===== src/rtl/jskid_buffer_pkg.sv =====
// jskid_buffer_pkg: state encoding and default width shared by the skid buffer and its checker
package jskid_buffer_pkg;
    typedef enum logic [1:0] {
        EMPTY = 2'd0,
        ONE   = 2'd1,
        FULL  = 2'd2
    } state_t;
    localparam int WIDTH_DEF = 8;
endpackage


===== src/rtl/jskid_checker.sv =====
// jskid_checker: 2-deep reference queue that flags any output word differing from the accepted order
module jskid_checker
    import jskid_buffer_pkg::*;
#(
    parameter int WIDTH = WIDTH_DEF
) (
    input  logic             clk,
    input  logic             rst_n,
    input  logic [WIDTH-1:0] a,
    input  logic             push,
    input  logic [WIDTH-1:0] y,
    input  logic             pop,
    output logic             mismatch
);
    logic [WIDTH-1:0] q0, q1, q0_n, q1_n;
    logic [1:0]       cnt, cnt_sh;
    logic             bad;

    // Pop first, then the pushed word lands in the first free slot.
    assign cnt_sh = cnt - {1'b0, pop};
    assign q0_n   = (push && cnt_sh == 2'd0) ? a : (pop ? q1 : q0);
    assign q1_n   = (push && cnt_sh != 2'd0) ? a : q1;
    assign bad    = pop && (cnt == 2'd0 || y != q0);

    always_ff @(posedge clk or negedge rst_n) begin
        if (!rst_n) begin
            q0       <= '0;
            q1       <= '0;
            cnt      <= 2'd0;
            mismatch <= 1'b0;
        end else begin
            q0       <= q0_n;
            q1       <= q1_n;
            cnt      <= cnt_sh + {1'b0, push};
            mismatch <= mismatch | bad;
        end
    end
endmodule


===== src/rtl/jskid_buffer.sv =====
// jskid_buffer: 2-entry skid buffer with registered a_ready and optional in-order self-check
module jskid_buffer
    import jskid_buffer_pkg::*;
#(
    parameter int WIDTH    = WIDTH_DEF,
    parameter int CHECK_EN = 1
) (
    input  logic             clk,
    input  logic             rst_n,
    input  logic [WIDTH-1:0] a,
    input  logic             a_valid,
    output logic             a_ready,
    output logic [WIDTH-1:0] y,
    output logic             y_valid,
    input  logic             y_ready,
    output logic [1:0]       count,
    output logic             mismatch
);
    state_t           state, state_n;
    logic [WIDTH-1:0] m, s, m_n, s_n;
    logic             xfer_in, xfer_out;

    assign xfer_in  = a_valid && a_ready;
    assign xfer_out = y_valid && y_ready;
    assign y_valid  = state != EMPTY;
    assign y        = m;
    assign count    = 2'(state);

    always_comb begin
        state_n = state;
        m_n     = m;
        s_n     = s;
        case (state)
            EMPTY: if (xfer_in) begin
                state_n = ONE;
                m_n     = a;
            end
            ONE: if (xfer_in && xfer_out) begin
                m_n = a;
            end else if (xfer_in) begin
                state_n = FULL;
                s_n     = a;
            end else if (xfer_out) begin
                state_n = EMPTY;
            end
            FULL: if (xfer_out) begin
                state_n = ONE;
                m_n     = s;
            end
            default: state_n = EMPTY;
        endcase
    end

    // a_ready is a flop so y_ready never reaches it combinationally.
    always_ff @(posedge clk or negedge rst_n) begin
        if (!rst_n) begin
            state   <= EMPTY;
            m       <= '0;
            s       <= '0;
            a_ready <= 1'b0;
        end else begin
            state   <= state_n;
            m       <= m_n;
            s       <= s_n;
            a_ready <= state_n != FULL;
        end
    end

    if (CHECK_EN != 0) begin : g_chk
        jskid_checker #(.WIDTH(WIDTH)) u_chk (
            .clk      (clk),
            .rst_n    (rst_n),
            .a        (a),
            .push     (xfer_in),
            .y        (y),
            .pop      (xfer_out),
            .mismatch (mismatch)
        );
    end else begin : g_nochk
        assign mismatch = 1'b0;
    end
endmodule


===== config.mk =====
export PLATFORM = sky130hd
export DESIGN_NAME = jskid_buffer
export DESIGN_NICKNAME = d
export VERILOG_FILES = /design/src/rtl/jskid_buffer_pkg.sv /design/src/rtl/jskid_checker.sv /design/src/rtl/jskid_buffer.sv
export SDC_FILE = /design/constraint.sdc
export NUM_CORES = 1
export LEC_CHECK = 0
export BUFFER_PORTS_ARGS = -buffer_cell sky130_fd_sc_hd__buf_2
export CAP_MARGIN = 25
export CORE_AREA = 2 2 67 69
export CTS_CLUSTER_SIZE = 8
export DETAILED_ROUTE_END_ITERATION = 12
export DIE_AREA = 0 0 69 71
export SYNTH_ARGS = -nofsm -noshare
export SYNTH_HDL_FRONTEND = slang
export SYNTH_HIERARCHICAL = 1
export SYNTH_SLANG_ARGS = --single-unit

===== constraint.sdc =====
create_clock -name clk -period 3.8 [get_ports clk]
set_input_delay 0.38 -clock clk [delete_from_list [all_inputs] [get_ports clk]]
set_output_delay 0.38 -clock clk [all_outputs]
set_load 0.02 [all_outputs]

# Word level (Yosys, flattened, before mapping)

Cells that the tools add are included.

Register bits: 38
Input bits: 12
Word-level logic and storage cells: 47

Add/sub/neg operators: 2
Eq/ne operators: 7
Muxes and demuxes: 12
Bitwise operators: 2
Reductions and logical operators: 16

Operators by type and width:

| cell                                                  | number |
|---|---|
| two-way mux 8 bit                                     | 5 |
| case mux 8 bit (3 select lines)                       | 1 |
| two-way mux 2 bit                                     | 5 |
| inequality test 8 bit                                 | 1 |
| logical AND 1 bit                                     | 6 |
| zero test 2 bit                                       | 3 |
| case mux 2 bit (3 select lines)                       | 1 |
| nonzero test 2 bit                                    | 3 |
| inequality test 2 x 1 -> 1 bit, second input constant | 2 |
| inequality test 2 bit, second input constant          | 2 |
| AND reduction 4 bit                                   | 1 |
| AND reduction 3 bit                                   | 1 |
| nonzero test 3 bit                                    | 1 |
| adder 2 x 1 -> 2 bit                                  | 1 |
| == test 2 x 1 -> 1 bit, second input constant         | 1 |
| == test 2 bit, second input constant                  | 1 |
| subtractor 2 x 1 -> 2 bit                             | 1 |
| logical OR 1 bit                                      | 1 |
| NOT 1 bit                                             | 1 |
| bitwise OR 1 bit                                      | 1 |

# Logic depth before layout (Yosys ltp)

Gate-level depths: netlist of run 1.

Depth after elaboration: 7
Gate-level depth with buffers: 7
Gate-level depth less buffers: 6

# Hierarchy

Netlist of run 1, hierarchy kept.

Modules (own cells, without submodules):

| module        | instances | cells an instance | area each (um^2) | seq. area each (um^2) |
|---|---|---|---|---|
| jskid_checker | 1         | 67                | 968.4            | 475.5 |
| jskid_buffer  | 1         | 62                | 853.3            | 475.5 |

# Worst setup path before layout of run 1

No wires, ideal clock.

Path type: reg2reg
Start point: register state[1], in the netlist count[1]
End point: register g_chk.u_chk.q1[0]
Setup time: 0.125 ns
Data arrival time: 2.085 ns
Data required time: 3.675 ns
Path slack: 1.590 ns
Cell stages (with the launch flop): 8
Period minus slack after synthesis: 2.210 ns
Path through: dfrtp_1 -> or2_2 -> and2_1 -> ha_1 -> xnor2_2 -> a21bo_1 -> buf_6 -> mux2_4

Cells in the longest elaborated chain, start to end: 5

RTL lines:

| item                      | RTL line            | source |
|---|---|---|
| start: declaration        | jskid_buffer.sv:19  | `state_t state, state_n;` |
| start signal: assignment  | jskid_buffer.sv:62  | `state <= state_n;` |
| nonzero test 2 bit        | jskid_buffer.sv:25  | `assign y_valid = state != EMPTY;` |
| via y_valid               | jskid_buffer.sv:14  | `output logic y_valid,` |
| logical AND 1 bit         | jskid_buffer.sv:24  | `assign xfer_out = y_valid && y_ready;` |
| via xfer_out              | jskid_buffer.sv:21  | `logic xfer_in, xfer_out;` |
| subtractor 2 x 1 -> 2 bit | jskid_checker.sv:20 | `assign cnt_sh = cnt - {1'b0, pop};` |
| nonzero test 2 bit        | jskid_checker.sv:22 | `assign q1_n = (push && cnt_sh != 2'd0) ? a : q1;` |
| logical AND 1 bit         | jskid_checker.sv:22 |  |
| end signal: assignment    | jskid_checker.sv:33 | `q1 <= q1_n;` |
| end: declaration          | jskid_checker.sv:15 | `logic [WIDTH-1:0] q0, q1, q0_n, q1_n;` |

The timed path passes the listed nets, and every way through them passes these cells.
A chain may end at the register's enable or synchronous reset.

# Final worst setup path of run 1

Start point: register state[1], in the netlist count[1]
End point: register g_chk.u_chk.q1[1]

Cells in the longest elaborated chain, start to end: 5

RTL lines:

| item                      | RTL line |
|---|---|
| nonzero test 2 bit        | jskid_buffer.sv:25 |
| logical AND 1 bit         | jskid_buffer.sv:24 |
| via xfer_out              | jskid_buffer.sv:21 |
| subtractor 2 x 1 -> 2 bit | jskid_checker.sv:20 |
| nonzero test 2 bit        | jskid_checker.sv:22 |
| logical AND 1 bit         | jskid_checker.sv:22 |

The timed path passes the listed nets, and every way through them passes these cells.

==> PnR_summary.wiki, run 1 <==
{| class="wikitable"
! Metric !! Value
|-
| Outcome || finished, final reports clean
|-
| Die Footprint || 4900 um^2
|-
| Endpoint class of the critical path || register
|-
| Proportion of netlist area held by the largest area contributor || 52.2%
|-
| CP Class || reg2reg
|-
| Proportion of layout cells with a drive suffix above 1 || 44.6%
|-
| Clock tree from TritonCTS || done
|-
| Initial antenna violation count || 0
|-
| Setup repair after global routing missed its margin || no
|-
| Final net count || between 150 and 200
|-
| Number of cells produced by synthesis || approximately 130
|-
| Area used by multi-input combinational logic || around 830 um^2
|-
| Setup violators final || 0
|-
| Smallest hold slack || between 150 and 200 ps
|-
| Count of placed standard cells in the final layout, fillers left out || 209
|-
| Area leader, netlist || dfrtp_1
|-
| Average detailed-routed wire length per instance || roughly 18 um
|-
| CP Data Arrival Time || between 2000 and 3000 ps
|-
| Path type of the worst min-delay path || in2async
|-
| Clock-pin transition on the worst setup and hold timing paths || roughly 70 ps
|-
| Max Cap Viol || 0
|-
| Post-detailed-route count of antenna-violating nets || 0
|-
| Final worst clock skew || approximately 6.9 ps
|-
| Crit start category || register
|-
| Count of warnings emitted by yosys || 6
|-
| Antenna diode count || 0
|-
| Hpwl dp || about 2.5 mm
|-
| Worst r2r dst || g_chk.u_chk/q1[1]
|-
| Buffers from clock root to sink, at most || 2
|-
| Total cell area at the placement stage || slightly below 2000 um^2
|-
| Register cell area after layout || about 950 um^2
|-
| Detail-routed via count per cell || 5.36
|-
| Worst-Skew Late Latency || a little under 300 ps
|-
| Vertical extent of the die || around 71 um
|-
| Count of pins on the block boundary || 25
|-
| Crit share post-route || about two thirds
|-
| Cells on worst reg2reg path || 6
|-
| Post-Place Cells || ~200
|-
| Total GRT Usage || ~16%
|-
| Cell types with the largest area share after synthesis || dfrtp_1 (52%), mux2_2 (15%), mux2_4 (6.6%), o32a_1 (4.4%), xor2_1 (3.8%)
|-
| Number of hold violations in the final report || 0
|-
| Number of gates given a new drive strength after cts || 0
|-
| Clock sink total || 38
|-
| Area growth from synthesis to final layout || 13.9%
|-
| Portion of the post-synthesis area used by sequential elements || a little over half
|-
| First-pass GRT wire length || 5.99 mm
|-
| Slew at the pin closest to its max-slew limit || between 800 and 900 ps
|-
| Number of buffers created by CTS || 5
|-
| Register bit count reported by yosys || 38
|-
| Vias in the first global route || ~1200
|-
| Max_slew headroom || a little over two fifths
|-
| Max Fclk || between 0.3 and 0.4 GHz
|-
| GRT overflow || 0
|-
| Final instance area || roughly 2100 um^2
|-
| LEAKAGE || approximately 0.0009 uW
|-
| Total Power || around 1800 uW
|-
| Setup TNS || 0 ps
|-
| Number of DRC markers after the initial detailed-route iteration || 30
|-
| Critical-path maximum fanout || 10
|-
| Final Max Tran Viols || 0
|-
| Cell at the root of the clock tree || clkbuf_8
|-
| Synthesized Nets || between 100 and 150
|-
| Time the worst path needs with I/O delays and setup || ~2500 ps
|-
| Total via count in the routed design || approximately 1100
|-
| Average instance area after synthesis || around 14 um^2
|-
| Critical R2R Launch || count[1]
|-
| H-tree levels || 2
|-
| WP data required || between 3000 and 4000 ps
|-
| Post-synth design cell area || ~1800 um^2
|-
| Maximum resistive drop on vdd || 0.333 mV
|-
| Setup repair bufs after CTS || 0
|-
| Num rows || 24
|-
| Starting Density || 43.3%
|-
| Die Span X || a little under 70 um
|-
| First-pass DRT Iterations || 4
|-
| Number of library cell types mapped by synthesis || 32
|-
| Register-to-register path setup slack || approximately 1300 ps
|-
| Number of port buffers || 24
|-
| Core area || between 4000 and 5000 um^2
|-
| Number of hold-repair buffers added at the cts stage || 0
|-
| RD Place Congestion || a little under 0.7
|-
| Number of fill cells || 387
|-
| Wirelength, routed || between 3 and 4 mm
|-
| Maximum number of pins on one net before global-route repair || 39
|-
| Pwr Density || 845 nW/um^2
|-
| DR DRC count || 0
|}
==> metal layers <==
layer,track usage [%],vias up,routed length (um)
li1,-,524,-
met1,19.7,571,1640
met2,26.0,17,1830
met3,5.98,8,148
met4,6.75,0,66
met5,0,-,0
==> kinds of logic (layout without fill, tap and decap cells) <==
kind of cell | Yosys count | after routing | synth area share [%]
flops | 38 | 38 | 52.2
simple gates | 16 | 16 | 6.73
mux | 33 | 33 | 22.0
fa+ha+maj | 2 | 2 | 1.37
xor+xnor | 10 | 10 | 5.22
buf+inv | 7 | 35 | 2.06
compound gates | 23 | 23 | 10.4
==> cell usage in the layout (no fill, tap or decap) <==
cell type  count
dfrtp_1       38
mux2_2        24
buf_2         24
o32a_1         8
o21a_1         8
xor2_1         8
mux2_4         8
clkbuf_8       6
and2_1         2
a21o_1         2
nand3b_1       2
inv_1          2
nor3_1         2
nor2_1         2
ha_1           2
or2_2          1
nor2b_1        1
mux2i_1        1
nand3b_4       1
nand2_1        1
o21ai_0        1
nand2b_1       1
a21oi_1        1
o21ai_2        1
nor3b_4        1
clkinv_2       1
clkbuf_1       1
xnor2_2        1
xnor2_1        1
nor4_1         1
a31oi_1        1
nand3_2        1
a21bo_1        1
buf_4          1
==> report_power, final <==
group          internal [uW]  switching [uW]  leakage, uW
clock                    146             139    0.0000482
combinational            400             334     0.000424
sequential               600             135     0.000438
==> final cells by class <==
class                   instances  area share, %
clock buffers                   7           4.16
clock inverters                 1          0.241
inverters                       2          0.362
multi-input cells              84           40.1
flip-flops and latches         38           45.8
well taps                      52           3.13
repair buffers                 25           6.15
==> registers in the layout (all words and copies together), names as in the netlist <==
name and count:
g_chk.u_chk/q0 8, g_chk.u_chk/q1 8, s 8, y 8
count 2, g_chk.u_chk/cnt 2, a_ready 1, g_chk.u_chk/mismatch 1
==> worst max-delay path, cell delays in order (launching register included) <==
cell	delay, ps
dfrtp_1	450
or2_2	330
and2_1	320
ha_1	300
xnor2_2	230
a21bo_1	440
mux2_4	340
==> worst max-delay path by stage <==
| stage | startpoint | endpoint | slack (ps) |
|---|---|---|---|
| 5_1_grt | count[1] | g_chk.u_chk/q1[1] | 1130 |
| 2_1_floorplan | count[1] | g_chk.u_chk/q1[0] | 1590 |
| 3_5_place_dp | count[1] | g_chk.u_chk/q1[6] | 1250 |
| 4_1_cts | count[1] | g_chk.u_chk/q1[1] | 1240 |
| 6_report | count[1] | g_chk.u_chk/q1[1] | 1250 |
| 3_3_place_gp | count[1] | g_chk.u_chk/q1[5] | 1350 |
==> metrics by stage <==
| stage | utilization, % | setup WS, ps |
|---|---|---|
| floorplan | - | 1590 |
| global placement | 47.2 | 1350 |
| detailed placement | 47.2 | 1250 |
| CTS | 49.4 | 1240 |
| global route | 49.4 | 1130 |
| finish | 49.4 | 1250 |
==> cell usage after synthesis (all sizes together) <==
| cell | count |
|---|---|
| nor2b | 1 |
| o21ai | 2 |
| nor3b | 1 |
| nand3b | 3 |
| a21oi | 1 |
| o32a | 8 |
| buf | 4 |
| nand2b | 1 |
| xnor2 | 2 |
| xor2 | 8 |
| a21o | 2 |
| dfrtp | 38 |
| clkbuf | 1 |
| nor4 | 1 |
| nor3 | 2 |
| mux2 | 32 |
| a21bo | 1 |
| nor2 | 2 |
| a31oi | 1 |
| or2 | 1 |
| o21a | 8 |
| nand3 | 1 |
| inv | 2 |
| and2 | 2 |
| mux2i | 1 |
| ha | 2 |
| nand2 | 1 |
No activity file was read; power rests on OpenSTA's default activity.
==> run 2, diff against run 1 <==
- clock period: 3.8 -> 2.45 ns (I/O delays scaled with it)
==> run 2 against run 1 <==
Against the previous run:
- clock power increased by 59%
- sequential share of layout area down 0.57 points
- cell area increased by 1.3%
- largest cell class unchanged
- maximum frequency up 15%
- critical endpoint is now g_chk.u_chk/q1[3]
- utilization up 0.62 points
- sequential power is 54% higher
- clock skew is 0.81 ps lower
- first-iteration DRC count grew 3.3%
- global-route usage grew 0.37 points
==> PnR_summary.wiki, run 2 (same netlist as run 1, synthesis figures left out) <==
{| class="wikitable"
! Metric !! Value
|-
| Number of gates given a new drive strength after cts || 0 (unchanged)
|-
| Vertical extent of the die || 71 um (unchanged)
|-
| WP data required || 2630 ps (-1340 ps)
|-
| Maximum resistive drop on vdd || 0.470 mV (+41%)
|-
| Max_slew headroom || 42.5% (about the same)
|-
| CP Data Arrival Time || 2390 ps (-330 ps)
|-
| Detail-routed via count per cell || 5.28 (-1.5%)
|-
| Cell at the root of the clock tree || clkbuf_8
|-
| Max Fclk || 0.452 GHz (+15%)
|-
| Total GRT Usage || 16.5% (+0.37 points)
|-
| Average detailed-routed wire length per instance || 16.7 um (-5.5%)
|-
| Buffers from clock root to sink, at most || 2 (unchanged)
|-
| Setup repair after global routing missed its margin || no
|-
| Number of hold violations in the final report || 0 (unchanged)
|-
| Total cell area at the placement stage || 2010 um^2 (+1.1%)
|-
| Number of hold-repair buffers added at the cts stage || 0 (unchanged)
|-
| Outcome || finished, final reports clean
|-
| Path type of the worst min-delay path || in2async
|-
| Antenna diode count || 0 (unchanged)
|-
| Initial antenna violation count || 0 (unchanged)
|-
| Crit start category || register
|-
| Proportion of layout cells with a drive suffix above 1 || 46.3% (+1.7 points)
|-
| Crit share post-route || 90.3% (+23 points)
|-
| Die Span X || 69 um (unchanged)
|-
| Vias in the first global route || 1209 (+4.0%)
|-
| Wirelength, routed || 3.53 mm (-4.2%)
|-
| GRT overflow || 0 (unchanged)
|-
| Die Footprint || 4900 um^2 (unchanged)
|-
| Pwr Density || 1310 nW/um^2 (+55%)
|-
| Worst-Skew Late Latency || 290 ps (about the same)
|-
| Final instance area || 2100 um^2 (+1.3%)
|-
| Time the worst path needs with I/O delays and setup || 2210 ps (-334 ps)
|-
| Number of fill cells || 396 (+2.3%)
|-
| CP Class || reg2reg
|-
| DR DRC count || 0 (unchanged)
|-
| Clock tree from TritonCTS || done
|-
| Worst r2r dst || g_chk.u_chk/q1[3]
|-
| Final Max Tran Viols || 0 (unchanged)
|-
| Core area || 4200 um^2 (unchanged)
|-
| Clock-pin transition on the worst setup and hold timing paths || 70 ps (about the same)
|-
| First-pass GRT wire length || 6.20 mm (+3.5%)
|-
| Slew at the pin closest to its max-slew limit || 863 ps (-0.362 ps)
|-
| Hpwl dp || 2.44 mm (-3.2%)
|-
| Setup TNS || 0 ps (unchanged)
|-
| Count of pins on the block boundary || 25 (unchanged)
|-
| Total via count in the routed design || 1119 (-0.089%)
|-
| Crit path from || count[1]
|-
| Number of DRC markers after the initial detailed-route iteration || 31 (+3.3%)
|-
| Register-to-register path setup slack || 240 ps (-1020 ps)
|-
| Final net count || 173 (+1.8%)
|-
| Maximum number of pins on one net before global-route repair || 39 (unchanged)
|-
| Cells on worst reg2reg path || 6 (unchanged)
|-
| Leading cell types in the layout, fill and taps excluded || dfrtp_1 (38), mux2_2 (24), buf_2 (24)
|-
| Number of port buffers || 24 (unchanged)
|-
| Final worst clock skew || 6.04 ps (-0.813 ps)
|-
| Area growth from synthesis to final layout || 15.4%
|-
| Max Cap Viol || 0 (unchanged)
|-
| LEAKAGE || 0.000925 uW (+1.6%)
|-
| Post-detailed-route count of antenna-violating nets || 0 (unchanged)
|-
| RD Place Congestion || 0.698 (+2.7%)
|-
| Num rows || 24 (unchanged)
|-
| First-pass DRT Iterations || 4 (unchanged)
|-
| Critical-path maximum fanout || 8 (-2)
|-
| Critical R2R Launch || count[1]
|-
| Setup repair bufs after CTS || 0 (unchanged)
|-
| Setup violators final || 0 (unchanged)
|-
| H-tree levels || 2 (unchanged)
|-
| Number of buffers created by CTS || 5 (unchanged)
|-
| Endpoint class of the critical path || register
|-
| Capturing instance or port of the critical path || g_chk.u_chk/q1[3]
|-
| Most common library cell in the layout ignoring fill and taps || dfrtp_1
|-
| Clock sink total || 38 (unchanged)
|-
| Starting Density || 43.3% (unchanged)
|}
run 2: area by class of cell:
class | instances | area [um^2] | area share (%)
clock buffers | 6 | 82.6 | 3.93
clock inverters | 2 | 12.5 | 0.595
inverters | 2 | 7.51 | 0.357
multi-input cells | 84 | 833 | 39.6
flip-flops and latches | 38 | 951 | 45.2
well taps | 52 | 65.1 | 3.10
repair buffers | 28 | 150 | 7.14
run 2: critical path: stages (launching register included):
cell and delay, ps:
dfrtp_1 370, or2_2 300, and2_1 180, ha_1 230
xnor2_2 230, a21bo_1 450, mux2_4 340
run 2: routing by layer:
layer / up-vias / wire length, um / global-route usage (%) / part of all wire (%)
li1: 529 / - / - / -
met1: 566 / 1590 / 21.0 / 45
met2: 17 / 1770 / 27.4 / 50
met3: 7 / 127 / 5.13 / 3.6
met4: 0 / 45 / 4.79 / 1.3
met5: - / 0 / 0 / 0
run 2: worst min-delay path by stage:
| stage | start | to | slack, ps | depth (start not counted) |
|---|---|---|---|---|
| 2_1_floorplan | rst_n | a_ready | -50 | 0 |
| 3_3_place_gp | rst_n | a_ready | 390 | 1 |
| 3_5_place_dp | rst_n | a_ready | 410 | 1 |
| 4_1_cts | rst_n | s[1] | 90 | 1 |
| 5_1_grt | rst_n | g_chk.u_chk/cnt[1] | 120 | 1 |
| 6_report | rst_n | g_chk.u_chk/cnt[1] | 60 | 1 |
run 2: report_power, final:
group	switching [uW]	internal [uW]	total (uW)	leakage [uW]
registers	201	931	1130	0.000438
clock network	228	226	454	0.0000472
logic	529	639	1170	0.000439
run 2: through the flow:
| step | total power [uW] | util [%] | std cells | hold slack [ps] | setup slack (ps) |
|---|---|---|---|---|---|
| floorplan | 2010 | - | 129 | -50.6 | 240 |
| global placement | 2280 | 47.7 | 204 | 393 | 275 |
| detailed placement | 2330 | 47.7 | 204 | 412 | 236 |
| CTS | 2790 | 50.0 | 212 | 91.2 | 232 |
| global route | 2960 | 50.0 | 212 | 117 | 165 |
| finish | 2750 | 50.0 | 212 | 64.8 | 237 |
==> run 3, diff against run 2 <==
- BUFFER_PORTS_ARGS: -buffer_cell sky130_fd_sc_hd__buf_2 -> unset
- CORE_AREA: 2 2 67 69 -> 2 2 91 93
- DIE_AREA: 0 0 69 71 -> 0 0 93 95
- DONT_BUFFER_PORTS: unset -> 1
==> run 3 against run 2 <==
Against the previous run:
- maximum frequency grew 6.2%
- final cell count grew 15%
- register-to-register slack gained 130 ps
- sequential share of layout area grew 0.24 points
- flip-flop and latch count is the same
- critical path type unchanged
- largest cell class unchanged
==> PnR_summary.wiki, run 3 (same netlist as run 1, synthesis figures left out) <==
{| class="wikitable"
! Metric !! Value
|-
| Outcome || finished, final reports clean
|-
| Startpoint of the lowest-slack hold path || y_ready
|-
| Initial antenna violation count || 0 (unchanged)
|-
| Final net count || 154 (-11%)
|-
| Number of DRC markers after the initial detailed-route iteration || 51 (+65%)
|-
| Sw Pwr || 920 uW (-4.0%)
|-
| H-tree levels || 2 (unchanged)
|-
| Clock power frac || 16.2% (-0.3 points)
|-
| Num rows || 33 (+38%)
|-
| Number of gates given a new drive strength after cts || 0 (unchanged)
|-
| Buffers from clock root to sink, at most || 2 (unchanged)
|-
| Most common library cell in the layout ignoring fill and taps || dfrtp_1
|-
| Die Span X || 93 um (+35%)
|-
| Number of port buffers || 0 (-100%)
|-
| Clock sink total || 38 (unchanged)
|-
| Detail-routed via count per cell || 4.36 (-17%)
|-
| Clock-pin transition on the worst setup and hold timing paths || 70 ps (about the same)
|-
| Cells on worst reg2reg path || 7 (+1)
|-
| Maximum number of pins on one net before global-route repair || 39 (unchanged)
|-
| Worst-Skew Late Latency || 290 ps (about the same)
|-
| Cell at the root of the clock tree || clkbuf_8
|-
| Total Power || 2660 uW (-3.3%)
|-
| Endpoint class of the critical path || register
|-
| Proportion of layout cells with a drive suffix above 1 || 36.7% (-9.6 points)
|-
| Final worst clock skew || 7.12 ps (+1.08 ps)
|-
| Slew at the pin closest to its max-slew limit || 605 ps (-258 ps)
|-
| LEAKAGE || 0.000858 uW (-7.2%)
|-
| Worst Hold Depth || 1
|-
| Cell internal pwr || 1740 uW (-2.9%)
|-
| Setup repair after global routing missed its margin || no
|-
| Crit share post-route || 85.1% (-5.3 points)
|-
| WP data required || 2620 ps (about the same)
|-
| Count of pins on the block boundary || 25 (unchanged)
|-
| Setup violators final || 0 (unchanged)
|-
| Post-detailed-route count of antenna-violating nets || 0 (unchanged)
|-
| Hold path endpoint || a_ready
|-
| Vias in the first global route || 1129 (-6.6%)
|-
| Pwr Density || 1270 nW/um^2 (-2.7%)
|-
| Worst r2r dst || g_chk.u_chk/q1[2]
|-
| Setup TNS || 0 ps (unchanged)
|-
| GRT overflow || 0 (unchanged)
|-
| Clock tree from TritonCTS || done
|-
| Crit start category || register
|-
| Starting Density || 23.0% (-20 points)
|-
| Critical-path maximum fanout || 8 (unchanged)
|-
| Max Cap Viol || 0 (unchanged)
|-
| Vertical extent of the die || 95 um (+34%)
|-
| First-pass DRT Iterations || 6 (+2)
|-
| Average detailed-routed wire length per instance || 15.9 um (-4.3%)
|-
| Part of the power in combinational logic || 37.7% (-4.7 points)
|-
| Die Footprint || 8840 um^2 (+80%)
|-
| Core area || 7930 um^2 (+89%)
|-
| CP Data Arrival Time || 2260 ps (-130 ps)
|-
| Leading cell types in the layout, fill and taps excluded || dfrtp_1 (38), mux2_2 (24)
|-
| Max Fclk || 0.480 GHz (+6.2%)
|-
| Number of buffers created by CTS || 5 (unchanged)
|-
| Final Max Tran Viols || 0 (unchanged)
|-
| Setup repair bufs after CTS || 0 (unchanged)
|-
| Share of total power in sequential cells || 46.1% (+5.0 points)
|-
| Total via count in the routed design || 1063 (-5.0%)
|-
| Switching Fraction || 34.5% (-0.25 points)
|-
| Register-to-register path setup slack || 370 ps (+130 ps)
|-
| Path type of the worst min-delay path || in2reg
|-
| Hpwl dp || 2.61 mm (+7.2%)
|-
| Area growth from synthesis to final layout || 14.8%
|-
| Antenna diode count || 0 (unchanged)
|-
| First-pass GRT wire length || 6.44 mm (+3.9%)
|-
| Total GRT Usage || 9.80% (-6.7 points)
|-
| RD Place Congestion || 0.680 (-2.6%)
|-
| CP Class || reg2reg
|-
| Max_slew headroom || 59.6% (+17 points)
|-
| Time the worst path needs with I/O delays and setup || 2080 ps (-129 ps)
|-
| Maximum resistive drop on vdd || 0.460 mV (-2.2%)
|-
| Wirelength, routed || 3.89 mm (+10%)
|-
| Critical R2R Launch || count[1]
|-
| DR DRC count || 0 (unchanged)
|-
| Number of hold violations in the final report || 0 (unchanged)
|}
-- run 3: changes by cell type in the layout (fill, tap and decap cells not counted) --
| cell | delta |
|---|---|
| clkinvlp_4 | -1 |
| buf_4 | +2 |
| clkinv_2 | -1 |
| dlygate4sd3_1 | +2 |
| buf_2 | -24 |
| buf_12 | +1 |
-- run 3: what timing repair did --
action / in CTS / in global routing
hold endpoints to repair: 38 / 1
hold buffers: 2 / 1
endpoints found under the setup margin: 0 / 0
-- run 3: stage by stage --
step	util, %	worst slack [ps]	area (um^2)	hold WS [ps]	cells
3_3_place_gp	24.8	415	1970	-49.5	235
4_1_cts	26.2	357	2080	1.55	243
3_5_place_dp	24.8	372	1970	-49.6	235
2_1_floorplan	-	240	1820	-50.6	129
5_1_grt	26.4	277	2090	35.7	244
6_report	26.4	366	2090	45.8	244
-- run 3: worst max-delay path by stage --
stage	cells after the start	end	start	slack, ps
2_1_floorplan	7	g_chk.u_chk/q1[0]	count[1]	240
3_3_place_gp	7	g_chk.u_chk/q1[0]	count[1]	420
3_5_place_dp	7	g_chk.u_chk/q1[2]	count[1]	370
4_1_cts	7	g_chk.u_chk/q1[2]	count[1]	360
5_1_grt	6	g_chk.u_chk/q0[1]	count[1]	280
6_report	7	g_chk.u_chk/q1[2]	count[1]	370
-- run 3: cell type report --
cell class / count / area, um^2
well taps: 105 / 131
flip-flops and latches: 38 / 951
repair buffers: 9 / 85.1
multi-input cells: 84 / 833
fillers: 845 / 5840
clock buffers: 6 / 82.6
inverters: 2 / 7.51
-- run 3: metal layers --
layer	vias up	track usage, %	share of wire (%)
met3	5	3.11	6.0
li1	493	-	-
met4	0	4.04	1.2
met2	26	15.0	47
met1	539	12.9	46
met5	-	0	0
-- run 3: power by group through the flow --
stage	clock network, uW	logic, uW	registers [uW]
floorplan	0	810	1200
global placement	0	972	1240
detailed placement	0	1000	1240
CTS	444	1020	1240
global route	473	1110	1280
finish	433	1000	1230
-- run 3: worst max-delay path: stages, from the launching register on --
cell and delay, ps:
dfrtp_1 370, or2_2 300, and2_1 180, ha_1 230
xnor2_2 240, a21bo_1 140, buf_4 190, mux2_4 320
